File: src/rtl/mod_counter_bank.sv
// mod_counter_bank: a bank of CHANNELS up/down counters, each WIDTH bits wide.
// Each channel can count on its own (CASCADE=0). With CASCADE=1 the channels
// chain LSB-first into one CHANNELS*WIDTH counter. Every channel updates on
// the same CLK edge; there is no ripple clocking between channels.
// Optional feature: define COUNTER_BANK_LOAD_EN to add the LOAD/D parallel-load
// ports. Without that macro the load path is tied off and the ports do not exist.
module mod_counter_bank #(
    parameter int WIDTH    = 4,
    parameter int CHANNELS = 2,
    parameter int CASCADE  = 0
) (
    input  logic                      CLK,
    input  logic                      CLR_N,
    input  logic [CHANNELS-1:0]       EN,
    input  logic [CHANNELS-1:0]       SCLR,
    input  logic [CHANNELS-1:0]       UP,
`ifdef COUNTER_BANK_LOAD_EN
    input  logic [CHANNELS-1:0]       LOAD,
    input  logic [CHANNELS*WIDTH-1:0] D,
`endif
    output logic [CHANNELS*WIDTH-1:0] Q,
    output logic [CHANNELS-1:0]       TC,
    output logic                      CO
);

    localparam logic [WIDTH-1:0] ONE      = WIDTH'(1);
    localparam logic [WIDTH-1:0] ALL_ONES = '1;

    // Counter state, one WIDTH-bit slice per channel, packed the same way as Q.
    logic [CHANNELS-1:0][WIDTH-1:0] r_q;
    logic [CHANNELS-1:0][WIDTH-1:0] w_next;
    logic [CHANNELS-1:0][WIDTH-1:0] w_d;
    logic [CHANNELS-1:0]            w_load;
    logic [CHANNELS-1:0]            w_tc;
    logic [CHANNELS-1:0]            w_adv;
    logic [CHANNELS-1:0]            w_ripple;

`ifdef COUNTER_BANK_LOAD_EN
    assign w_load = LOAD;
    assign w_d    = D;
`else
    assign w_load = '0;
    assign w_d    = '0;
`endif

    // Terminal count: the value that wraps on the next step in this channel's direction.
    always_comb begin
        w_tc = '0;
        for (int i = 0; i < CHANNELS; i++) begin
            w_tc[i] = UP[i] ? (r_q[i] == ALL_ONES) : (r_q[i] == '0);
        end
    end

    // Advance and carry chain; a clear or load on a channel blocks its carry upward.
    always_comb begin
        logic w_carry;
        w_adv    = '0;
        w_ripple = '0;
        w_carry  = 1'b1;
        for (int i = 0; i < CHANNELS; i++) begin
            if (CASCADE != 0) begin
                w_adv[i] = EN[i] & w_carry;
            end else begin
                w_adv[i] = EN[i];
            end
            w_ripple[i] = w_adv[i] & w_tc[i] & ~SCLR[i] & ~w_load[i];
            w_carry     = w_ripple[i];
        end
    end

    // Per-channel next value: clear beats load, load beats counting, otherwise hold.
    always_comb begin
        w_next = r_q;
        for (int i = 0; i < CHANNELS; i++) begin
            if (SCLR[i]) begin
                w_next[i] = '0;
            end else if (w_load[i]) begin
                w_next[i] = w_d[i];
            end else if (w_adv[i]) begin
                w_next[i] = UP[i] ? (r_q[i] + ONE) : (r_q[i] - ONE);
            end
        end
    end

    // State register; CLR_N clears every channel at once without waiting for a clock.
    always_ff @(posedge CLK or negedge CLR_N) begin
        if (!CLR_N) begin
            r_q <= '0;
        end else begin
            r_q <= w_next;
        end
    end

    assign Q  = r_q;
    assign TC = w_tc;
    assign CO = w_ripple[CHANNELS-1];

endmodule
File: config.mk
export PLATFORM = sky130hd
export DESIGN_NAME = mod_counter_bank
export DESIGN_NICKNAME = d
export VERILOG_FILES = /design/src/rtl/mod_counter_bank.sv
export SDC_FILE = /design/constraint.sdc
export NUM_CORES = 1
export LEC_CHECK = 0
export BUFFER_PORTS_ARGS = -buffer_cell sky130_fd_sc_hd__buf_2
export CORE_MARGIN = 3
export CORE_UTILIZATION = 25
export CTS_BUF_LIST = sky130_fd_sc_hd__clkbuf_8 sky130_fd_sc_hd__clkbuf_16
export DETAILED_ROUTE_END_ITERATION = 16
export SETUP_SLACK_MARGIN = 0.3
export SLEW_MARGIN = 20
export SYNTH_ARGS = -nofsm -noshare
export SYNTH_HDL_FRONTEND = slang
export SYNTH_SLANG_ARGS = --single-unit
File: constraint.sdc
create_clock -name CLK -period 2.3 [get_ports CLK]
set_input_delay 0.46 -clock CLK [delete_from_list [all_inputs] [get_ports CLK]]
set_output_delay 0.46 -clock CLK [all_outputs]
set_load 0.02 [all_outputs]
* Yosys cells after proc, flatten, opt, wreduce, memory -nomap -nowiden *
Cells that the tools add are included.

word-level totals
  memories = 0
  register bits after elaboration = 8
  bits in writable memories = 0
  memory bits (read-only) = 0
  word-level logic and storage cells = 23
  latch bits = 0
  output and inout port bits = 11

operators by class
  muxes and demuxes = 8
  multiply operators = 0
  $lt $le $gt $ge = 0
  shift operators = 0
  reduce and logical (&&, ||, !) cells = 4
  add/sub/neg operators = 4
  bitwise gates (word level) = 3
  equality and inequality tests = 2
  div/mod/pow operators = 0

operators by type and width
  cell                                               count
  two-way mux 4 bit                                  6
  adder 4 x 1 -> 4 bit (second input constant)       2
  equality test 4 bit (second input constant)        2
  logical NOT 4 bit                                  2
  subtractor 4 x 1 -> 4 bit (second input constant)  2
  nonzero test 2 bit                                 2
  bitwise AND 1 bit                                  2
  two-way mux 1 bit                                  2
  NOT 1 bit                                          1

* Logic depth before layout (Yosys ltp) *
  depth after elaboration = 4
  depth in mapped cells = 6
  gate-level depth less buffers = 6

* Worst setup path after synthesis *
OpenSTA, ideal clock, no wires.

  kind = register to output
  start point = reg r_q (netlist bit Q[5])
  end point = out CO
  data required time = 1.840 ns
  path slack = 0.243 ns
  arrival = 1.597 ns
  stages on the path, launching flop included = 4
  path through = dfrtp_1 > or4_4 > o21ai_2 > and3b_1

between the ends
  longest elaborated chain between the ends = 4
  elaborated cells on any way between the ends = 5
  those cells by class = eq/ne (1); mux (1); bitwise (2); reduce/logical (1)

RTL lines
  element                                                          RTL line  source
  start, declared                                                  30        logic [CHANNELS-1:0][WIDTH-1:0] r_q;
  start signal, assigned                                           90        r_q <= w_next;
  equality test 4 bit / logical NOT 4 bit (equally long branches)  50        w_tc[i] = UP[i] ? (r_q[i] == ALL_ONES) : (r_q[i] == '0);
  two-way mux 1 bit (*)                                            50
  net TC[1]                                                        22        output logic [CHANNELS-1:0] TC,
  bitwise AND 1 bit (*) (2 in series)                              66        w_ripple[i] = w_adv[i] & w_tc[i] & ~SCLR[i] & ~w_load[i];
  end, declared                                                    23        output logic CO

Mark *: on every way through the listed nets, which the timed path passes. The rest lies on a longest branch.

* Final worst setup path *
  start point = reg r_q (netlist bit Q[4])
  end point = out CO

between the ends
  longest elaborated chain between the ends = 4
  elaborated cells on any way between the ends = 5
  those cells by class = eq/ne (1); mux (1); bitwise (2); reduce/logical (1)

RTL lines
  element                                                          RTL line
  equality test 4 bit / logical NOT 4 bit (equally long branches)  50
  two-way mux 1 bit (*)                                            50
  bitwise AND 1 bit (*) (2 in series)                              66

Mark *: on every way between the ends. The rest lies on a longest branch, timed or not.

==> flow_summary.toml <==
[routing]
drtAntennaViolNets = 0
dr_wl_met3_um = 40
routed.top_layer = "met4"
routedWlPerCell_um = 11.9
via_count = 506
first_pass_iters = 1
route.detailed.drc = 0
avgViaCountPerCell = 4.64
drt-total-wl_mm = 1.29
met2WireLength_um = 687
met1Wirelength_um = 548
drt-initial-drc-count = 0

[global_routing]
overflow = 0
grt_pass1_vias = 540
grt_pass1_wl_mm = 2.35
antenna_found_initial = 0
grt_max_degree = 9
grt_use_total = 0.111

[placed_design]
io_buffer_count = 18
hpwl_mm = 1.03
placed_area_um2 = 713
place_congestion = 0.744

[layout]
fin_nets = 98
largest_register_ffs = 8
fill_cells = 226
drive_above_1_share = 0.402
final_area_um2 = 779
antennaDiodeCount = 0
area_growth_pct = 32.6

[pwr]
finalPower_mw = 0.532
power.density_nw_per_um2 = 682
p_leak_nw = 0.409
peakVddDrop_uv = 266

[synth]
syn-num-nets = 75
yosysSeqAreaShare = 0.340
syn_area_per_cell_um2 = 9.64
ys_types = 23
ys_ff_latch = 8
yosys_warnings = 0
synth_area_um2 = 588
syn_inst = 61

[sta]
hold_viol_final = 0
setup_viol = 0
fin_crit_sh = 0.882
max_freq_ghz = 0.493
timing.slew.headroom = 0.854
maxSlewViolCount = 0
tns_ps = 0
rsz0062_at_grt = "yes"
finalClockSkew_ps = 3.07
finalCriticalPeriod_ps = 2030
worst_pin_slew_ps = 219

[setup_path]
crit_path_start = "Q[4]"
r2r_start = "Q[5]"
cp-end-kind = "output port"
crit_fanout = 2
startpoint_type = "flip-flop"
required_ps = 1840
path_class = "flip-flop to output port"
cp.arrival_ps = 1570

[clock_network]
path_clk_slew_ps = 40
postCtsHoldBufs = 0
cts_buffers = 3
cts.sink_count = 8
cts_tree = "done"
h-tree-depth = 1
clockBufferDepth = 2
cts.root.buffer_cell = "clkbuf_8"
clk_latency_ps = 230

[die]
die_w_um = 54.5
design.die.area_um2 = 2970
num_rows = 16
die_y_um = 54.5
io_pins = 19
core_um2 = 2080
start_util = 0.282

[flow_run]
maxCapViolCount = 0

[run_status]
outcome = "finished, final reports clean"

[hold_path]
holdCritPathClass = "input pin to async pin"
-- report_power, final --
group	switching [mW]	internal [mW]	total, mW
Combinational	0.0992	0.0841	0.183
Clock	0.0545	0.113	0.168
Sequential	0.0220	0.159	0.181
Total	0.176	0.356	0.532
-- path summary, 6_finish.rpt --
kind	to	slack (ps)	cells after the start
setup reg to reg	Q[7]	460	6
max in group asynchronous	Q[0]	2050	1
hold reg to reg	Q[0]	590	2
setup / recovery	CO	270	4
min in group CLK	Q[0]	450	2
hold / removal	Q[7]	60	1
-- metal layers --
metal	vias up	GRT usage
met2	5	0.191
li1	250	-
met5	-	0
met1	249	0.123
met3	2	0.0518
met4	0	0.0249
-- Yosys cell counts, drive strengths merged --
library cell | n | area, µm²
clkbuf | 2 | 7.51
or4 | 2 | 18.8
a21oi | 2 | 17.5
nor2b | 2 | 12.5
nor3 | 1 | 5.00
fa | 2 | 40.0
and3b | 1 | 8.76
a21o | 2 | 16.3
mux2i | 4 | 40.0
a211oi | 2 | 15.0
ha | 4 | 50.1
dfrtp | 8 | 200
nand3 | 2 | 10.0
xnor2 | 4 | 35.0
inv | 6 | 22.5
mux2 | 2 | 22.5
and3 | 1 | 7.51
nor2 | 8 | 30.0
o21ai | 2 | 13.8
nand2 | 4 | 15.0
-- logic make-up (layout without fill, tap and decap cells) --
group / count (synthesis) / after routing / share of synthesized area
AND/OR/NAND/NOR: 21 / 21 / 0.183
XOR/XNOR: 4 / 4 / 0.0596
adder cells (fa/ha/maj): 6 / 6 / 0.153
multiplexers: 6 / 6 / 0.106
buffers and inverters: 8 / 29 / 0.0511
AO/OA/AOI/OAI: 8 / 8 / 0.106
flip-flops: 8 / 8 / 0.340
-- worst max-delay path, stage by stage (launching register included) --
cell and delay [ps]:
dfrtp_1 380, or4_4 530, o21ai_4 130, and3b_2 190, buf_6 110
-- per-stage QoR --
stage / hold slack [ps] / utilization / worst slack (ps) / std cells
final: 64.7 / 0.374 / 271 / 109
after detailed placement: 314 / 0.343 / 293 / 104
after CTS: 69.3 / 0.373 / 263 / 109
after global routing: 73.9 / 0.374 / 227 / 109
after floorplan: 164 / - / 316 / 61
after global placement: 319 / 0.343 / 305 / 104
-- final cells by class --
| cell class | count | area, µm² | share of cell area |
|---|---|---|---|
| clock buffers | 3 | 41.3 | 0.0530 |
| inverters | 6 | 22.5 | 0.0289 |
| multi-input cells | 45 | 367 | 0.470 |
| flip-flops and latches | 8 | 201 | 0.258 |
| well taps | 27 | 33.8 | 0.0433 |
| repair buffers | 20 | 114 | 0.146 |
-- layout by cell type (no fill, tap or decap), types with 3 or more instances in the layout --
master and instances:
nor2_1 8, xnor2_1 4, nand2_1 4, dfrtp_1 7
ha_1 4, buf_2 16, clkbuf_8 3, mux2i_1 4
buf_4 3, inv_1 6
-- repair_timing --
item / 4_1_cts / 5_1_grt
setup buffers: 2 / 0
gates resized for setup: 2 / 3
pin swaps: 2 / 0
endpoints found under the setup margin: 2 / 2
Power figures use the tool's default switching activity.
